File: config.mk
export PLATFORM = sky130hd
export DESIGN_NAME = pipe_hazard_unit
export DESIGN_NICKNAME = d
export VERILOG_FILES = /design/src/rtl/pipe_pkg.sv /design/src/rtl/fwd_match.sv /design/src/rtl/pipe_hazard_unit.sv
export SDC_FILE = /design/constraint.sdc
export NUM_CORES = 1
export LEC_CHECK = 0
export CELL_PAD_IN_SITES_DETAIL_PLACEMENT = 0
export CELL_PAD_IN_SITES_GLOBAL_PLACEMENT = 1
export CORE_MARGIN = 1.5
export CORE_UTILIZATION = 39
export DETAILED_ROUTE_END_ITERATION = 16
export GPL_TIMING_DRIVEN = 0
export PLACE_DENSITY_LB_ADDON = 0.1
export SETUP_SLACK_MARGIN = 0.1
export SKIP_CTS_REPAIR_TIMING = 1
export SYNTH_ARGS = -nofsm -noshare
export SYNTH_HDL_FRONTEND = slang
export SYNTH_SLANG_ARGS = --single-unit
File: constraint.sdc
create_clock -name clk -period 2.65 [get_ports clk]
set_input_delay 0.53 -clock clk [delete_from_list [all_inputs] [get_ports clk]]
set_output_delay 0.53 -clock clk [all_outputs]
set_load 0.01 [all_outputs]
File: src/rtl/pipe_pkg.sv
// Shared types and helpers for the pipeline hazard/forwarding controller.
package pipe_pkg;

    // Widest register address the scoreboard can hold; narrower REG_AW values are zero-extended.
    localparam int RD_MAX_W = 8;

    typedef struct packed {
        logic                valid;
        logic                reg_write;
        logic [RD_MAX_W-1:0] rd;
        logic                is_load;
    } sb_entry_t;

    localparam sb_entry_t SB_BUBBLE = '{
        valid:     1'b0,
        reg_write: 1'b0,
        rd:        8'd0,
        is_load:   1'b0
    };

    localparam int FWD_RF = 0;

    function automatic int fwd_width(input int depth);
        return $clog2(depth + 1);
    endfunction

endpackage

File: src/rtl/fwd_match.sv
// Youngest-producer search over the scoreboard for one source operand.
module fwd_match
    import pipe_pkg::*;
#(
    parameter  int DEPTH      = 3,
    parameter  int LOAD_READY = 2,
    parameter  int REG_AW     = 5,
    localparam int SEL_W      = fwd_width(DEPTH)
) (
    input  sb_entry_t [DEPTH-1:0] sb,
    input  logic [REG_AW-1:0]     src,
    input  logic                  use_src,
    output logic [SEL_W-1:0]      match_idx,
    output logic                  hit,
    output logic                  load_not_ready
);

    logic [RD_MAX_W-1:0] src_ext_s;
    logic [DEPTH-1:0]    match_s;
    logic [DEPTH-1:0]    not_ready_s;

    assign src_ext_s = RD_MAX_W'(src);

    // Per-stage match and load readiness; LOAD_READY is counted in fwd-select numbering (stage index + 1).
    always_comb begin
        match_s     = {DEPTH{1'b0}};
        not_ready_s = {DEPTH{1'b0}};
        for (int i = 0; i < DEPTH; i++) begin
            match_s[i] = use_src && sb[i].valid && sb[i].reg_write &&
                         (sb[i].rd != {RD_MAX_W{1'b0}}) && (sb[i].rd == src_ext_s);
            not_ready_s[i] = sb[i].is_load && ((i + 1) < LOAD_READY);
        end
    end

    // Priority select scanning oldest to youngest so the youngest producer overrides.
    always_comb begin
        hit            = 1'b0;
        match_idx      = {SEL_W{1'b0}};
        load_not_ready = 1'b0;
        for (int i = DEPTH - 1; i >= 0; i--) begin
            hit            = match_s[i] ? 1'b1 : hit;
            match_idx      = match_s[i] ? SEL_W'(i) : match_idx;
            load_not_ready = match_s[i] ? not_ready_s[i] : load_not_ready;
        end
    end

endmodule

File: src/rtl/pipe_hazard_unit.sv
// Hazard, forwarding and flush controller sitting beside the ID stage.
module pipe_hazard_unit
    import pipe_pkg::*;
#(
    parameter  int REG_AW     = 5,
    parameter  int DEPTH      = 3,
    parameter  int LOAD_READY = 2,
    parameter  int CNT_W      = 16,
    localparam int SEL_W      = fwd_width(DEPTH)
) (
    input  logic              clk,
    input  logic              reset,
    input  logic              id_valid,
    input  logic [REG_AW-1:0] id_rs,
    input  logic [REG_AW-1:0] id_rt,
    input  logic              id_use_rs,
    input  logic              id_use_rt,
    input  logic              id_reg_write,
    input  logic [REG_AW-1:0] id_rd,
    input  logic              id_mem_read,
    input  logic              ex_branch_taken,
    output logic              stall,
    output logic              if_id_flush,
    output logic              id_ex_bubble,
    output logic [SEL_W-1:0]  fwd_a,
    output logic [SEL_W-1:0]  fwd_b,
    output logic [CNT_W-1:0]  stall_count,
    output logic [CNT_W-1:0]  flush_count
);

    localparam logic [SEL_W-1:0] SEL_ONE   = SEL_W'(1'b1);
    localparam logic [SEL_W-1:0] SEL_RF    = SEL_W'(FWD_RF);
    localparam logic [CNT_W-1:0] CNT_ONE   = CNT_W'(1'b1);
    localparam logic [CNT_W-1:0] CNT_SAT   = {CNT_W{1'b1}};

    sb_entry_t [DEPTH-1:0] sb_r;
    sb_entry_t             id_entry_s;
    logic [SEL_W-1:0]      a_idx_s;
    logic [SEL_W-1:0]      b_idx_s;
    logic                  a_hit_s;
    logic                  b_hit_s;
    logic                  a_not_ready_s;
    logic                  b_not_ready_s;
    logic                  load_use_s;
    logic                  stall_s;
    logic [CNT_W-1:0]      stall_cnt_r;
    logic [CNT_W-1:0]      flush_cnt_r;

    fwd_match #(
        .DEPTH      (DEPTH),
        .LOAD_READY (LOAD_READY),
        .REG_AW     (REG_AW)
    ) u_match_a (
        .sb             (sb_r),
        .src            (id_rs),
        .use_src        (id_use_rs),
        .match_idx      (a_idx_s),
        .hit            (a_hit_s),
        .load_not_ready (a_not_ready_s)
    );

    fwd_match #(
        .DEPTH      (DEPTH),
        .LOAD_READY (LOAD_READY),
        .REG_AW     (REG_AW)
    ) u_match_b (
        .sb             (sb_r),
        .src            (id_rt),
        .use_src        (id_use_rt),
        .match_idx      (b_idx_s),
        .hit            (b_hit_s),
        .load_not_ready (b_not_ready_s)
    );

    // Hazard decision; a taken branch squashes the dependent instruction, so it never stalls.
    always_comb begin
        id_entry_s           = SB_BUBBLE;
        id_entry_s.valid     = id_valid;
        id_entry_s.reg_write = id_reg_write;
        id_entry_s.rd        = RD_MAX_W'(id_rd);
        id_entry_s.is_load   = id_mem_read;
        load_use_s           = id_valid && ((a_hit_s && a_not_ready_s) || (b_hit_s && b_not_ready_s));
        stall_s              = load_use_s && !ex_branch_taken;
    end

    // Output drive: flush wins over stall, operand selects are 1-based stage codes.
    always_comb begin
        stall        = stall_s;
        if_id_flush  = ex_branch_taken;
        id_ex_bubble = stall_s || ex_branch_taken;
        fwd_a        = a_hit_s ? (a_idx_s + SEL_ONE) : SEL_RF;
        fwd_b        = b_hit_s ? (b_idx_s + SEL_ONE) : SEL_RF;
        stall_count  = stall_cnt_r;
        flush_count  = flush_cnt_r;
    end

    // Scoreboard shift: new entry into EX (bubble on stall/flush), oldest entry drops out of WB.
    always_ff @(posedge clk or negedge reset) begin
        if (!reset) begin
            sb_r <= {DEPTH{SB_BUBBLE}};
        end else begin
            for (int i = DEPTH - 1; i > 0; i--) begin
                sb_r[i] <= sb_r[i-1];
            end
            if (stall_s || ex_branch_taken) begin
                sb_r[0] <= SB_BUBBLE;
            end else begin
                sb_r[0] <= id_entry_s;
            end
        end
    end

    // Saturating event counters; a flush cycle never carries a stall, so no double count.
    always_ff @(posedge clk or negedge reset) begin
        if (!reset) begin
            stall_cnt_r <= {CNT_W{1'b0}};
            flush_cnt_r <= {CNT_W{1'b0}};
        end else begin
            if (stall_s && (stall_cnt_r != CNT_SAT)) begin
                stall_cnt_r <= stall_cnt_r + CNT_ONE;
            end else begin
                stall_cnt_r <= stall_cnt_r;
            end
            if (ex_branch_taken && (flush_cnt_r != CNT_SAT)) begin
                flush_cnt_r <= flush_cnt_r + CNT_ONE;
            end else begin
                flush_cnt_r <= flush_cnt_r;
            end
        end
    end

endmodule

### Word level (Yosys, flattened, before mapping)

Cells that the tools add are included.

* add/sub/neg operators: 4
* equal/unequal tests: 8
* multiplexer cells: 17
* reductions and logical operators: 36

Operator list (count)
* $eq A8 B5 Y1: 6
* $add A16 B1 Y16 const B: 2
* $ne A16 B16 Y1 const B: 2
* $logic_and A1 B1 Y1: 30
* $reduce_bool A8 Y1: 3
* $mux W2: 8
* $mux W11: 1
* $mux W1: 8
* $add A2 B1 Y2 const B: 2
* $logic_or A1 B1 Y1: 2
* $logic_not A1 Y1: 1

* flip-flop bits (word level): 63
* input bits: 23
* logic and storage cells: 77

### Longest topological paths before layout

* word-level depth: 13
* gate-level depth with buffers: 8
* mapped depth without buffers: 7

### By module

From an unflattened synthesis, not the netlist that was laid out.

* cell total of the unflattened synthesis: 264
* area, all modules: 2972.9 um2

By module, submodules not included
* pipe_hazard_unit: times used 1, cells each 184, area an instance 2342.2 um2
* fwd_match: times used 2, cells each 40, area an instance 315.3 um2

### Least setup slack after synthesis

No wires, ideal clock.

* path type: register to output
* start point: register sb_r[1] (netlist name)
* end point: output port id_ex_bubble
* data arrival time: 1678 ps
* data required time: 2120 ps
* slack: 442 ps
* cell stages (with the launch flop): 6
* cells stage by stage: dfrtp_1 > or4_1 > o211a_1 > o21a_1 > a31oi_4 > inv_1

* longest elaborated chain between the ends: 9
* elaborated cells on any way between the ends: 17

RTL lines
* start, declared: line pipe_hazard_unit.sv:36 `sb_entry_t [DEPTH-1:0] sb_r;`
* start signal, assigned: line pipe_hazard_unit.sv:100 `sb_r <= {DEPTH{SB_BUBBLE}};`
* start signal, assigned by index: line pipe_hazard_unit.sv:103 `sb_r[i] <= sb_r[i-1];`
* $reduce_bool A8 Y1: line fwd_match.sv:30 `(sb[i].rd != {RD_MAX_W{1'b0}}) && (sb[i].rd == src_ext_s);`
* $logic_and A1 B1 Y1: line fwd_match.sv:29 `match_s[i] = use_src && sb[i].valid && sb[i].reg_write &&`
* $logic_and A1 B1 Y1: line fwd_match.sv:30
* $mux W1 (on tied branches): line fwd_match.sv:41, fwd_match.sv:43
* $logic_and A1 B1 Y1: line pipe_hazard_unit.sv:82 `load_use_s = id_valid && ((a_hit_s && a_not_ready_s) || (b_hit_s && b_not_ready_s));`
* $logic_or A1 B1 Y1 (*): line pipe_hazard_unit.sv:82
* $logic_and A1 B1 Y1 (*): line pipe_hazard_unit.sv:82
* $logic_and A1 B1 Y1 (*): line pipe_hazard_unit.sv:83 `stall_s = load_use_s && !ex_branch_taken;`
* $logic_or A1 B1 Y1 (*): line pipe_hazard_unit.sv:90 `id_ex_bubble = stall_s || ex_branch_taken;`
* end, declared: line pipe_hazard_unit.sv:24 `output logic id_ex_bubble,`

Every way passes the cells marked *; elsewhere a longest branch is shown, timed or not.

### Final worst setup path

* start point: register sb_r[4] (netlist name)
* end point: output port id_ex_bubble

Same word-level chain as after synthesis.

==> results.py <==
metrics = {
    "finish": {
        "multi_input_area_um2": 1295,
        "num-nets-final": 353,
        "stdcell_count": 405,
        "diodes": 0,
        "regArea_um2": 1355,
        "drive_gt1_frac": 0.1921,
        "area_growth_pct": 37.93,
        "fill_cells": 608,
    },
    "placed_design": {
        "dpl.hpwl_mm": 4.254,
        "placement.io_buffers": 61,
        "dp.cells": 378,
        "place_congestion": 0.7840,
    },
    "timing": {
        "slew_headroom": 0.7229,
        "max_freq_mhz": 384.6,
        "final-hold-violation-count": 0,
        "fin_crit_sh": 0.9812,
        "min_period_ns": 2.600,
        "slew_violations": 0,
        "finClkSkew_ns": 0.01193,
        "setup_viol": 0,
        "rsz0062_at_grt": "yes",
        "tightest_slew_ns": 0.4150,
    },
    "critical_path": {
        "crit_buf_inv": 2,
        "rr_endpoint": "stall_count[7]",
        "crit_family": "compound AO/OA/AOI/OAI gates",
        "r2r_slack_ns": 0.44,
        "cp_slowest_cell": "or4_4",
        "critPathRequiredTime_ns": 2.12,
        "critPathMaxStageDelay_ns": 0.55,
        "crit_fanout": 6,
        "r2r_cells": 10,
        "arrival_ns": 2.07,
        "worstSetupPathType": "reg2out",
        "worstSetupEndpointType": "output pin",
        "rr_startpoint": "sb_r[2]",
        "cp_cell_sequence": "or4_4 > o211a_4 > o21a_1 > a31oi_4 > inv_1 > clkbuf_2",
        "startpoint_type": "flop",
    },
    "cts": {
        "clk_pin_slew_ns": 0.09,
        "cts_buffer_depth": 2,
        "clock_latency_ns": 0.30,
        "cts_root_buffer": "clkbuf_8",
        "cts_sinks": 54,
        "cts_tree": "yes",
        "cts_buffers": 5,
        "htree_levels": 2,
    },
    "synth": {
        "synth_area_um2": 2639,
        "synth_area_leaders": "dfrtp_1 (51%), xnor2_1 (11%), xor2_1 (7.6%)",
        "synth_top_area_cell": "dfrtp_1",
        "synthDistinctLibCells": 34,
        "yosys_warnings": 0,
        "synth_seq_cells": 54,
        "syn-num-nets": 264,
        "synth_top_area_frac": 0.5121,
        "yosysSeqAreaShare": 0.5121,
        "synth_cells": 239,
        "syn_avg_cell_area_um2": 11.04,
    },
    "power": {
        "p_leak_nw": 1.663,
        "total_power_mw": 1.812,
        "vdd_drop_max_uv": 368.1,
        "power.density_nw_per_um2": 497.7,
    },
    "global_routing": {
        "busiest_layer": "met2",
        "antenna_found_initial": 0,
        "grt.total_usage": 0.1662,
        "grt_max_degree": 40,
        "grt_pass1_wl_mm": 9.591,
        "met2_usage": 0.2655,
        "grt-ovfl-total": 0,
        "use_met1": 0.2262,
        "gr-usage-met3": 0.04377,
        "grt_pass1_vias": 1949,
    },
    "drt": {
        "vias": 2060,
        "wl_mm": 5.784,
        "postRouteAntennaNets": 0,
        "drc": 4,
        "vias_per_cell": 5.086,
        "wire_per_inst_um": 14.28,
        "drt_iter0_markers": 68,
        "firstDrtPassIters": 10,
    },
    "run_status": {
        "violations": "DRC",
        "status": "finished with violations",
    },
    "floorplanning": {
        "dieArea_um2": 7268,
        "die_w_um": 85.26,
        "core_um2": 6459,
        "num_io_pins": 62,
        "rows": 29,
        "start_util": 0.4086,
        "die_h_um": 85.26,
    },
    "run": {
        "cap_violations": 0,
    },
    "hold_path": {
        "worstHoldPathType": "in2async",
    },
}
## where the power goes
| part | total [mW] | leakage, nW | switching (mW) | internal, mW |
|---|---|---|---|---|
| Clock | 0.442 | 0.0373 | 0.260 | 0.182 |
| Combinational | 0.395 | 0.916 | 0.165 | 0.229 |
| Sequential | 0.975 | 0.710 | 0.0824 | 0.892 |
| Total | 1.81 | 1.66 | 0.508 | 1.30 |
## synth_stat cells
library cell,n
dfrtp_1,54
xnor2_1,32
xor2_1,23
nor2_1,18
nand2_1,17
nand4_1,14
nand3_1,13
and2_1,7
mux2_2,7
nor3_1,7
and3_1,4
inv_1,4
a21oi_1,3
and4_1,3
nand2b_1,3
nor4_1,3
o21ai_0,3
or4_1,3
a31oi_1,2
buf_4,2
ha_1,2
nor3_2,2
o211ai_1,2
a31oi_4,1
and3_4,1
and4_4,1
buf_2,1
nand3_4,1
nor4b_1,1
o211a_1,1
o211ai_2,1
o21a_1,1
o21ai_2,1
or3_1,1
## area by class of cell
cell class	instances	area share
Clock inverter	1	0.002063
Multi-Input combinational cell	178	0.3558
Inverter	4	0.004125
Sequential cell	54	0.3723
Buffer	3	0.005500
Timing Repair Buffer	82	0.2138
Clock buffer	6	0.01994
Tap cell	77	0.02647
## per-stage QoR
stage               utilization  cell area (µm²)  setup TNS (ns)  hold slack [ns]  setup slack [ns]
floorplan                     -             2639               0           0.2344            0.4416
global placement         0.5180             3346          -37.93           0.3649           -0.6639
detailed placement       0.5203             3361          -2.481           0.3664           -0.6425
CTS                      0.5327             3441          -2.583           0.1332           -0.6642
global route             0.5635             3640         -0.1576           0.1450           -0.1098
finish                   0.5635             3640               0           0.1333           0.04985
## per-layer routing
metal  share of wire  vias up
li1                -     1008
met1            0.47      996
met2            0.47       47
met3           0.053        9
met4           0.015        0
met5               0        -
## registers in the layout (all words and copies together), names as in the netlist
name / flops
sb_r: 22
flush_count: 16
stall_count: 16
## worst max path at each step
stage | cells after the start | to | start
after detailed placement | 8 | id_ex_bubble | id_rs[3]
final | 6 | id_ex_bubble | sb_r[4]
after global placement | 1 | stall_count[9] | reset
after floorplan | 5 | id_ex_bubble | sb_r[1]
after CTS | 8 | id_ex_bubble | id_rs[3]
after global routing | 8 | id_ex_bubble | sb_r[1]
## placed cells by master (no fill, tap or decap), types with 3 or more instances in the layout
master and count:
dfrtp_1 51, clkdlybuf4s50_1 44, xnor2_1 32, xor2_1 23
buf_4 20, nand2_1 17, nor2_1 16, nand4_1 14
nand3_1 13, dlymetal6s2s_1 10, and2_1 7, mux2_2 7
buf_2 5, nor3_1 5, clkbuf_8 5, inv_1 4
nor4_1 3, nor3_2 3, and4_1 3, a21oi_1 3
and3_1 3, nand2b_1 3, clkbuf_2 3, dfrtp_2 3
## logic make-up after synthesis
logic type | Yosys count | synth area share
fa+ha+maj | 2 | 0.009482
flops | 54 | 0.5121
mux | 7 | 0.02987
xor+xnor | 55 | 0.1826
compound gates | 15 | 0.04457
simple gates | 99 | 0.2082
buf+inv | 7 | 0.01327
Power figures use the tool's default switching activity.
